**config.mk**
```make
export PLATFORM = sky130hd
export DESIGN_NAME = flasher_fsm_flat
export DESIGN_NICKNAME = d
export VERILOG_FILES = /design/src/rtl/flasher_pkg.sv /design/src/rtl/flasher_if.sv /design/src/rtl/flasher_sync.sv /design/src/rtl/flasher_fsm.sv /design/src/flat_wrapper.sv
export SDC_FILE = /design/constraint.sdc
export NUM_CORES = 1
export LEC_CHECK = 0
export BUFFER_PORTS_ARGS = -buffer_cell sky130_fd_sc_hd__buf_2
export CAP_MARGIN = 20
export CORE_AREA = 3 3 40 42
export DETAILED_ROUTE_END_ITERATION = 7
export DIE_AREA = 0 0 43 45
export GPL_TIMING_DRIVEN = 0
export RECOVER_POWER = 25
export REMOVE_ABC_BUFFERS = 1
export SLEW_MARGIN = 30
export SYNTH_ARGS = -nofsm -noshare
export SYNTH_HDL_FRONTEND = slang
export SYNTH_HIERARCHICAL = 1
export SYNTH_SLANG_ARGS = --single-unit
export TNS_END_PERCENT = 100
```
**constraint.sdc**
```tcl
create_clock -name div_clk -period 2.7 [get_ports div_clk]
set_input_delay 0.27 -clock div_clk [delete_from_list [all_inputs] [get_ports div_clk]]
set_output_delay 0.27 -clock div_clk [all_outputs]
set_load 0.01 [all_outputs]
```
**src/rtl/flasher_pkg.sv**
```systemverilog
// Shared types and thresholds for the LED flasher controller.
// The downstream LED counter decodes the same behaviour codes.
package flasher_pkg;

    localparam int CNT_W = 5;

    typedef enum logic [2:0] {
        IDLE = 3'd0,
        ON1  = 3'd1,
        OFF1 = 3'd2,
        ON2  = 3'd3,
        OFF2 = 3'd4,
        ON3  = 3'd5,
        OFF3 = 3'd6
    } state_t;

    typedef enum logic [1:0] {
        DECREASE = 2'b00,
        INCREASE = 2'b01,
        PASS     = 2'b11
    } bhv_t;

    localparam logic [CNT_W-1:0] TH_ZERO = 5'd0;
    localparam logic [CNT_W-1:0] TH_LOW  = 5'd5;
    localparam logic [CNT_W-1:0] TH_ONE  = 5'd6;
    localparam logic [CNT_W-1:0] TH_TWO  = 5'd11;
    localparam logic [CNT_W-1:0] TH_FULL = 5'd16;

    function automatic bhv_t bhv_of(input state_t s);
        bhv_t b;
        b = PASS;
        unique case (1'b1)
            (s == ON1) || (s == ON2) || (s == ON3):    b = INCREASE;
            (s == OFF1) || (s == OFF2) || (s == OFF3): b = DECREASE;
            default:                                   b = PASS;
        endcase
        return b;
    endfunction

endpackage

```
**src/rtl/flasher_if.sv**
```systemverilog
// Bundle between the flasher FSM and the LED counter side.
// slave = FSM, master = counter / environment.
interface flasher_if;
    import flasher_pkg::*;

    logic             flick;
    logic [CNT_W-1:0] count;
    logic [1:0]       led_bhv;
    logic [2:0]       state;

    modport master (
        output flick,
        output count,
        input  led_bhv,
        input  state
    );

    modport slave (
        input  flick,
        input  count,
        output led_bhv,
        output state
    );

endinterface

```
**src/rtl/flasher_sync.sv**
```systemverilog
// Two-flop synchronizer bringing the asynchronous flick request
// into the div_clk domain.
module flasher_sync (
    input  logic div_clk,
    input  logic rst,
    input  logic flick,
    output logic flick_s
);

    logic meta;

    // Two-stage capture; both stages cleared by async reset.
    always_ff @(posedge div_clk or posedge rst) begin
        if (rst) begin
            meta    <= 1'b0;
            flick_s <= 1'b0;
        end else begin
            meta    <= flick;
            flick_s <= meta;
        end
    end

endmodule

```
**src/rtl/flasher_fsm.sv**
```systemverilog
// Flasher sequencer: three rise/fall waves to 6, 11 and 16 LEDs.
// Build option FLASHER_KICKBACK_EN enables flick kickback in ON2/ON3.
module flasher_fsm
    import flasher_pkg::*;
#(
    parameter int LED_NUMBER   = 16,
    parameter int LED_NUMBER_W = $clog2(LED_NUMBER)
) (
    input logic       div_clk,
    input logic       rst,
    flasher_if.slave  bus
);

    localparam logic [LED_NUMBER_W:0] CNT_MAX =
        (LED_NUMBER_W+1)'(LED_NUMBER);

    logic [LED_NUMBER_W:0] cnt;
    logic                  flick_s;
    logic                  kick;
    state_t                state_q;
    state_t                state_d;

    assign cnt = bus.count;

    flasher_sync u_sync (
        .div_clk (div_clk),
        .rst     (rst),
        .flick   (bus.flick),
        .flick_s (flick_s)
    );

`ifdef FLASHER_KICKBACK_EN
    assign kick = flick_s;
`else
    assign kick = 1'b0;
`endif

    // State register, cleared to IDLE asynchronously.
    always_ff @(posedge div_clk or posedge rst) begin
        if (rst) state_q <= IDLE;
        else     state_q <= state_d;
    end

    // Next-state: advance when count hits the phase target.
    always_comb begin
        state_d = state_q;
        if (cnt > CNT_MAX) begin
            state_d = IDLE;
        end else begin
            unique case (state_q)
                IDLE: if (flick_s) state_d = ON1;
                ON1:  if (cnt == TH_ONE) state_d = OFF1;
                OFF1: if (cnt == TH_ZERO) state_d = ON2;
                ON2: begin
                    if (kick && (cnt == TH_ONE || cnt == TH_TWO))
                        state_d = OFF1;
                    else if (cnt == TH_TWO)
                        state_d = OFF2;
                end
                OFF2: if (cnt == TH_LOW) state_d = ON3;
                ON3: begin
                    if (kick && (cnt == TH_TWO || cnt == TH_FULL))
                        state_d = OFF2;
                    else if (cnt == TH_FULL)
                        state_d = OFF3;
                end
                OFF3: if (cnt == TH_ZERO) state_d = IDLE;
                default: state_d = IDLE;
            endcase
        end
    end

    // Command the counter from next_state so it stops exactly on target.
    always_comb begin
        bus.state   = state_q;
        bus.led_bhv = rst ? PASS : bhv_of(state_d);
    end

endmodule

```
**src/flat_wrapper.sv**
```systemverilog
// flat-port wrapper written by rule: the top's interface ports become plain ports
module flasher_fsm_flat import flasher_pkg::*;
#(
    parameter int LED_NUMBER   = 16,
    parameter int LED_NUMBER_W = $clog2(LED_NUMBER)
)
  (div_clk, rst, bus_flick, bus_count, bus_led_bhv, bus_state);
  flasher_if bus_i ();
  input logic div_clk;
  input logic rst;
  input wire logic [$bits(bus_i.flick)-1:0] bus_flick;
  input wire logic [$bits(bus_i.count)-1:0] bus_count;
  output wire logic [$bits(bus_i.led_bhv)-1:0] bus_led_bhv;
  output wire logic [$bits(bus_i.state)-1:0] bus_state;
  assign bus_i.flick = bus_flick;
  assign bus_i.count = bus_count;
  assign bus_led_bhv = bus_i.led_bhv;
  assign bus_state = bus_i.state;
  flasher_fsm #(.LED_NUMBER(LED_NUMBER), .LED_NUMBER_W(LED_NUMBER_W)) u_core (.div_clk(div_clk), .rst(rst), .bus(bus_i));
endmodule
```
After elaboration in Yosys (flattened, before gate mapping)

Index checks and enable logic that the tools add are counted.

Register bits after elaboration: 5
Output and inout bits: 5
Word-level logic and storage cells: 37

$lt $le $gt $ge: 1
Eq/ne operators: 16
Muxes and demuxes: 11
Reductions and logical operators: 6

Operator list:

| operator           | number |
|---|---|
| $mux 3             | 8 |
| $pmux 3 s7         | 1 |
| $eq 3x3->1 const B | 6 |
| $eq 3x2->1 const B | 4 |
| $eq 5x3->1 const B | 2 |
| $eq 3x1->1 const B | 2 |
| $eq 5x4->1 const B | 1 |
| $eq 5x5->1 const B | 1 |
| $gt 5x5->1 const B | 1 |
| $logic_not 5->1    | 1 |
| $logic_or 1x1->1   | 4 |
| $pmux 2 s2         | 1 |
| $logic_not 3->1    | 1 |
| $mux 2             | 1 |

Longest topological paths before layout

Gate-level depths: netlist of run 1.

Word-level depth: 9
Mapped depth: 5
Depth with buffers taken out: 4

Hierarchy

Netlist of run 1, hierarchy kept.

Modules (own cells, without submodules):

| module       | instances | cells an instance | area an instance (µm²) |
|---|---|---|---|
| flasher_fsm  | 1         | 42                | 342.8 |
| flasher_sync | 1         | 3                 | 53.8 |

Worst setup path after synthesis of run 1

Ideal clock, no wire load.

Path kind: register to output
Start point: reg u_core.state_q[1], in the netlist u_core/bus.state[1]
End point: out bus_led_bhv[1]
Arrival time: 2052 ps
Path slack: 378 ps
Cell stages (with the launch flop): 5
Cells stage by stage: dfrtp_1 or4b_1 a311o_1 a311o_1 o41ai_2

Word-level cells in the longest chain between the ends: 8
Elaborated cells between the ends (all ways): 28
Those cells by class: eq/ne (12); mux (11); reduce/logical (5)

Ends and longest elaborated chain:

| element                                                 | line                                 | RTL |
|---|---|---|
| from (decl)                                             | flasher_fsm.sv:20                    | `state_t state_q;` |
| from (signal assigned)                                  | flasher_fsm.sv:41                    | `else state_q <= state_d;` |
| $eq 3x3->1, or another cell as far along                | flasher_fsm.sv:50                    | `unique case (state_q)` |
| $pmux 3 s7 (*)                                          | flasher_fsm.sv:50                    |  |
| $mux 3 (*)                                              | flasher_fsm.sv:47                    | `if (cnt > CNT_MAX) begin` |
| $eq 3x2->1, or another cell as far along                | flasher_pkg.sv:34                    | `(s == OFF1) \|\| (s == OFF2) \|\| (s == OFF3): b = DECREASE;` |
| $logic_or 1x1->1, on equally long branches (2 in a row) | flasher_pkg.sv:34, flasher_pkg.sv:33 |  |
| $pmux 2 s2 (*)                                          | flasher_pkg.sv:32                    | `unique case (1'b1)` |
| $mux 2 (*)                                              | flasher_fsm.sv:76                    | `bus.led_bhv = rst ? PASS : bhv_of(state_d);` |
| to (decl)                                               | flat_wrapper.sv:13                   | `output wire logic [$bits(bus_i.led_bhv)-1:0] bus_led_bhv;` |

Mark *: on every way between the ends. The rest lies on a longest branch, timed or not.

Final worst setup path of run 1

Ends and elaborated chain as after synthesis.

==> results of run 1 <==
==> sequential cells by signal, summed over array words and instances (netlist names) <==
| name | cells |
|---|---|
| u_core/u_sync/meta | 1 |
| u_core/bus.state | 3 |
| u_core/u_sync/flick_s | 1 |
==> timing repair <==
item | in CTS | in global routing
endpoints found under the hold margin | 5 | 0
buffers inserted | 0 | 1
hold buffers | 1 | 0
setup endpoints to repair | 1 | 1
gates cloned | 0 | 0
gates resized for setup | 1 | 0
==> path summary, 6_finish.rpt <==
kind	startpoint	to	depth (start not counted)
worst max-delay path	u_core/bus.state[1]$_DFF_PP0_	bus_led_bhv[1]	5
worst min-delay path	bus_flick	u_core/u_sync/meta$_DFF_PP0_	1
worst max register to register	u_core/bus.state[1]$_DFF_PP0_	u_core/bus.state[0]$_DFF_PP0_	4
worst min register to register	u_core/u_sync/meta$_DFF_PP0_	u_core/u_sync/flick_s$_DFF_PP0_	0
max in group asynchronous	rst	u_core/bus.state[1]$_DFF_PP0_	3
min in group asynchronous	rst	u_core/u_sync/meta$_DFF_PP0_	3
==> cell families after synthesis <==
kind of cell           after synthesis  share of synthesized area (%)
and+or+nand+nor                     20                           32.2
AOI/OAI and AO/OA                   13                           29.0
buffers and inverters                7                           7.26
DFF                                  5                           31.5
==> stage by stage <==
step / cell area, um^2 / util (%)
2_1_floorplan: 387 / -
3_3_place_gp: 465 / 36.2
3_5_place_dp: 465 / 36.2
4_1_cts: 503 / 39.1
5_1_grt: 510 / 39.7
6_report: 510 / 39.7
==> synthesized netlist by cell type <==
cell and instances:
sky130_fd_sc_hd__nand4bb_1 1, sky130_fd_sc_hd__clkbuf_2 2, sky130_fd_sc_hd__a31oi_1 1, sky130_fd_sc_hd__inv_1 5, sky130_fd_sc_hd__a221oi_1 1, sky130_fd_sc_hd__nand2_1 3, sky130_fd_sc_hd__a311oi_1 1, sky130_fd_sc_hd__or4b_1 1
sky130_fd_sc_hd__a2111oi_0 2, sky130_fd_sc_hd__o41ai_2 1, sky130_fd_sc_hd__o211ai_1 2, sky130_fd_sc_hd__a21oi_1 1, sky130_fd_sc_hd__a311o_1 2, sky130_fd_sc_hd__nor3_1 2, sky130_fd_sc_hd__or2b_1 1, sky130_fd_sc_hd__a21o_2 1
sky130_fd_sc_hd__nor2_1 3, sky130_fd_sc_hd__and3b_1 1, sky130_fd_sc_hd__or2_2 2, sky130_fd_sc_hd__nor4_1 1, sky130_fd_sc_hd__o2111ai_1 1, sky130_fd_sc_hd__nand4b_1 1, sky130_fd_sc_hd__dfrtp_1 5, sky130_fd_sc_hd__or4_1 1
sky130_fd_sc_hd__nand3b_1 1, sky130_fd_sc_hd__nor3b_1 2
==> routing by layer <==
metal / share of wire (%) / track usage (%) / up-vias / wire length, um
li1: - / - / 211 / -
met1: 49 / 13.4 / 186 / 465
met2: 42 / 12.3 / 23 / 393
met3: 8.9 / 3.19 / 0 / 84
met4: 0 / 10.2 / 0 / 0
met5: 0 / 0 / - / 0
==> power by group through the flow <==
stage               registers [mW]  logic, mW  clock network, mW
floorplan                   0.0880     0.0259                  0
global placement            0.0884     0.0439                  0
detailed placement          0.0886     0.0449                  0
CTS                         0.0877     0.0464             0.0886
global route                0.0882     0.0513             0.0917
finish                      0.0877     0.0470             0.0831
==> area by class of cell <==
class	instances	area, um^2
Fill cell	133	774
Multi-Input combinational cell	33	244
Sequential cell	5	126
Timing Repair Buffer	14	76.3
Clock buffer	4	26.3
Inverter	5	18.8
Tap cell	15	18.8
==> out/results.txt, run 1 <==
Final min period: 2.65 ns
transition time at the pin with the least slew margin: 0.726 ns
maximum number of pins on one net before global-route repair: 11
leading area contributor after synthesis: sky130_fd_sc_hd__dfrtp_1
CP delay by family, top: compound AO/OA/AOI/OAI gates
PnR worst setup slack: 0.0502 ns
DRC violation total after the first TritonRoute iteration: 15
final antenna diode count: 0
total negative slack for setup checks: 0 ns
CTS tree: built
initial antenna violation count: 0
commonest non-fill, non-tap cell in the layout: sky130_fd_sc_hd__buf_2
floorplan die height: 45 um
Internal Dissipation: 0.158 mW
die extent in x: 43 um
worst hold path class: primary input to flop
max-slew headroom at the worst pin: 51.5%
average cell area after synthesis: 8.81 um^2
gr usage total: 10.1%
number of iterations in the first detailed-routing pass: 4
initial core utilization: 30.9%
detail-routed via count per cell: 5.53
number of cells produced by synthesis: 45
kind of launch point of the worst setup path: flop
P_sw: 0.0599 mW
global placement routability congestion: 0.720
number of global-route vias before repair: 358
Fmax achieved: 0.377 GHz
clock net sink count: 5
count of placed standard cells including taps: 70
final setup vio count: 0
Leakage Power: 0.214 nW
placeable core region: 0.00128 mm^2
area grow syn2layout: 28.7%
post-route fraction of the period consumed by the critical path: 98.1%
outcome: complete, no violations
share of total power in combinational logic: 21.6%
detailed-route via count: 420
synthesis-stage register bit count: 5
FF-to-FF setup slack: 0.75 ns
count of pins over their slew limit: 0
global-route wire length before repair: 1.43 mm
endpoint kind of the worst setup timing path: output port
power density over the cells: 427 mW/mm^2
data required time of the critical path: 2.43 ns
Std-Cell Rows: 13
worst path arrival time: 2.38 ns
Critical Path Slowest Stage Cell: sky130_fd_sc_hd__or4b_1
count of buffers inserted at the top-level ports: 12
total count of hold-check failures in the final report: 0
clk buf depth: 2
HPWL after DPL: 675 um
pre-CTS setup slack: 0.252 ns
detailed-route wire length per cell: 12.4 um
Num CTS Buffers: 3
dominant cell type by count on the critical path: sky130_fd_sc_hd__a311o_1
Final Power: 0.218 mW
worst voltage drop across the vdd grid: 0.000214 V
level count of the clock H-tree: 1
critical setup path kind: flop to output port
register share of total power: 40.3%
top post-synthesis cells by area: sky130_fd_sc_hd__dfrtp_1 32%, sky130_fd_sc_hd__a311o_1 5.0%, sky130_fd_sc_hd__inv_1 4.7%, sky130_fd_sc_hd__a2111oi_0 4.4%, sky130_fd_sc_hd__o41ai_2 4.1%
Fin Hold WS: 0.139 ns
number of nets with antenna violations after detailed routing: 0
yosys synthesis warning count: 6
clk_skew: 0.000768 ns
number of I/O pins: 13
switching share of total power: 27.5%
top library cells by usage in the layout, fill and taps aside: 11 x sky130_fd_sc_hd__buf_2, 5 x sky130_fd_sc_hd__inv_1, 4 x sky130_fd_sc_hd__dfrtp_1
final-stage net count: 70
overall routed net length: 943 um
number of distinct standard cells referenced by the synthesized netlist: 26
insertion delay of the later-clocked pin in the worst-skew pair: 0.24 ns
number of buffers and inverters on the critical path: 1
top cell type's share of synthesized area: 31.5%
critical path peak fanout: 4
Post-Synthesis Cell Area: 397 um^2
total grt overflow: 0
register area share after synthesis: 31.5%
delay contributed by the slowest stage of the critical path: 0.52 ns
final cell count without fillers: 76
fraction of power consumed by the clock network: 38.2%
Maximum Capacitance Violations: 0
layout cells sized above 1: 32.8%
Die Outline Area: 0.00194 mm^2
Root Driver: sky130_fd_sc_hd__clkbuf_4
series of cell instances along the critical path: or4b_1, a311o_1, a311o_1, o41ai_2, buf_2
total DRC errors in the routed layout: 0
clock slew seen by the registers of the worst setup and hold paths: 0.04 ns
No activity file was read; power rests on OpenSTA's default activity.
==> inputs of run 2 (changes only) <==
- CTS_BUF_LIST: not set -> sky130_fd_sc_hd__clkbuf_4
==> run 2 against run 1 <==
- count of clock-buffer cells in the layout unchanged
- total power increased by 4.5%
- combinational power about the same
- clock power increased by 12%
- routed wire length decreased by 0.85%
- flip-flop and latch count unchanged
- sequential share of layout area decreased by 0.18 points
- critical endpoint unchanged
==> out/results.txt, run 2 (synthesized netlist as in run 1, its figures left out) <==
number of flip-flops under the largest register name: 3
overall routed net length: 935 um
final antenna diode count: 0
final cell count without fillers: 76
worst voltage drop across the vdd grid: 0.000214 V
pre-CTS setup slack: 0.252 ns
Final min period: 2.65 ns
top library cells by usage in the layout, fill and taps aside: 11 x sky130_fd_sc_hd__buf_2, 5 x sky130_fd_sc_hd__inv_1, 4 x sky130_fd_sc_hd__clkbuf_4, 4 x sky130_fd_sc_hd__dfrtp_1
clk buf depth: 2
clock slew seen by the registers of the worst setup and hold paths: 0.04 ns
dominant cell type by count on the critical path: sky130_fd_sc_hd__a311o_1
outcome: complete, no violations
area grow syn2layout: 29.7%
level count of the clock H-tree: 1
Cell Area, Placed: 465 um^2
layout cells sized above 1: 34.4%
gr usage total: 9.87%
global-route wire length before repair: 1.39 mm
final-stage net count: 70
post-route fraction of the period consumed by the critical path: 98.1%
count of placed standard cells including taps: 70
critical setup path kind: flop to output port
count of pins over their slew limit: 0
detailed-route via count: 426
total DRC errors in the routed layout: 0
design area: 514 um^2
delay contributed by the slowest stage of the critical path: 0.52 ns
Leakage Power: 0.217 nW
placeable core region: 0.00128 mm^2
number of iterations in the first detailed-routing pass: 4
endpoint kind of the worst setup timing path: output port
CP delay by family, top: compound AO/OA/AOI/OAI gates
maximum number of pins on one net before global-route repair: 11
critical path peak fanout: 4
number of global-route vias before repair: 351
Fmax achieved: 0.377 GHz
clk_skew: 0.000798 ns
max-slew headroom at the worst pin: 52.3%
global placement routability congestion: 0.720
final setup vio count: 0
clock net sink count: 5
detail-routed via count per cell: 5.61
Critical Path Slowest Stage Cell: sky130_fd_sc_hd__or4b_1
FF-to-FF setup slack: 0.77 ns
kind of launch point of the worst setup path: flop
total grt overflow: 0
detailed-route wire length per cell: 12.3 um
CTS tree: built
Fin Hold WS: 0.139 ns
Root Driver: sky130_fd_sc_hd__clkbuf_4
transition time at the pin with the least slew margin: 0.714 ns
count of buffers inserted at the top-level ports: 12
HPWL after DPL: 675 um
worst path arrival time: 2.38 ns
commonest non-fill, non-tap cell in the layout: sky130_fd_sc_hd__buf_2
Num CTS Buffers: 3
number of nets with antenna violations after detailed routing: 0
number of I/O pins: 13
die extent in x: 43 um
total negative slack for setup checks: 0 ns
data required time of the critical path: 2.43 ns
Die Outline Area: 0.00194 mm^2
number of buffers and inverters on the critical path: 1
initial antenna violation count: 0
insertion delay of the later-clocked pin in the worst-skew pair: 0.24 ns
Maximum Capacitance Violations: 0
Std-Cell Rows: 13
floorplan die height: 45 um
series of cell instances along the critical path: or4b_1, a311o_1, a311o_1, o41ai_2, buf_2
DRC violation total after the first TritonRoute iteration: 14
PnR worst setup slack: 0.0505 ns
initial core utilization: 30.9%
worst hold path class: primary input to flop
power density over the cells: 443 mW/mm^2
total count of hold-check failures in the final report: 0
run 2: cell counts in the layout (fill, tap and decap cells not counted):
No cell type changed its count.
run 2: cell type report:
type	count	area (um^2)
clock buffer	4	30.0
fill	133	771
inverter	5	18.8
multi-input combinational	33	244
sequential	5	126
tap	15	18.8
timing repair buffer	14	76.3
run 2: final timing paths:
check | cells past startpoint | end | startpoint
setup / recovery | 5 | bus_led_bhv[1] | u_core/bus.state[1]$_DFF_PP0_
hold / removal | 1 | u_core/u_sync/meta$_DFF_PP0_ | bus_flick
setup reg to reg | 4 | u_core/bus.state[0]$_DFF_PP0_ | u_core/bus.state[1]$_DFF_PP0_
hold reg to reg | 0 | u_core/u_sync/flick_s$_DFF_PP0_ | u_core/u_sync/meta$_DFF_PP0_
max in group asynchronous | 3 | u_core/bus.state[1]$_DFF_PP0_ | rst
min in group asynchronous | 3 | u_core/u_sync/meta$_DFF_PP0_ | rst
run 2: metal layers:
layer	track usage (%)	vias to the layer above	routed length [um]
met5	0	-	0
met4	10.2	0	17
met3	3.19	6	112
met2	11.4	33	362
met1	13.4	178	443
li1	-	209	-
run 2: where the power goes:
| group | switching, mW | leakage (nW) | internal (mW) | total, mW |
|---|---|---|---|---|
| Combinational | 0.0242 | 0.137 | 0.0226 | 0.0468 |
| Clock | 0.0276 | 0.0184 | 0.0657 | 0.0932 |
| Sequential | 0.00803 | 0.0620 | 0.0797 | 0.0877 |
run 2: metrics by stage:
| step | power [mW] | utilization [%] |
|---|---|---|
| final | 0.228 | 40.0 |
| after global routing | 0.241 | 40.0 |
| after CTS | 0.232 | 39.4 |
| after detailed placement | 0.133 | 36.2 |
| after global placement | 0.132 | 36.2 |
| after floorplan | 0.114 | - |
run 2: what timing repair did:
| item | in CTS | in global routing |
|---|---|---|
| endpoints found under the hold margin | 5 | 0 |
| hold buffers | 1 | 0 |
| gates resized for setup | 1 | 0 |
| endpoints found under the setup margin | 1 | 2 |
| buffers inserted | 0 | 1 |
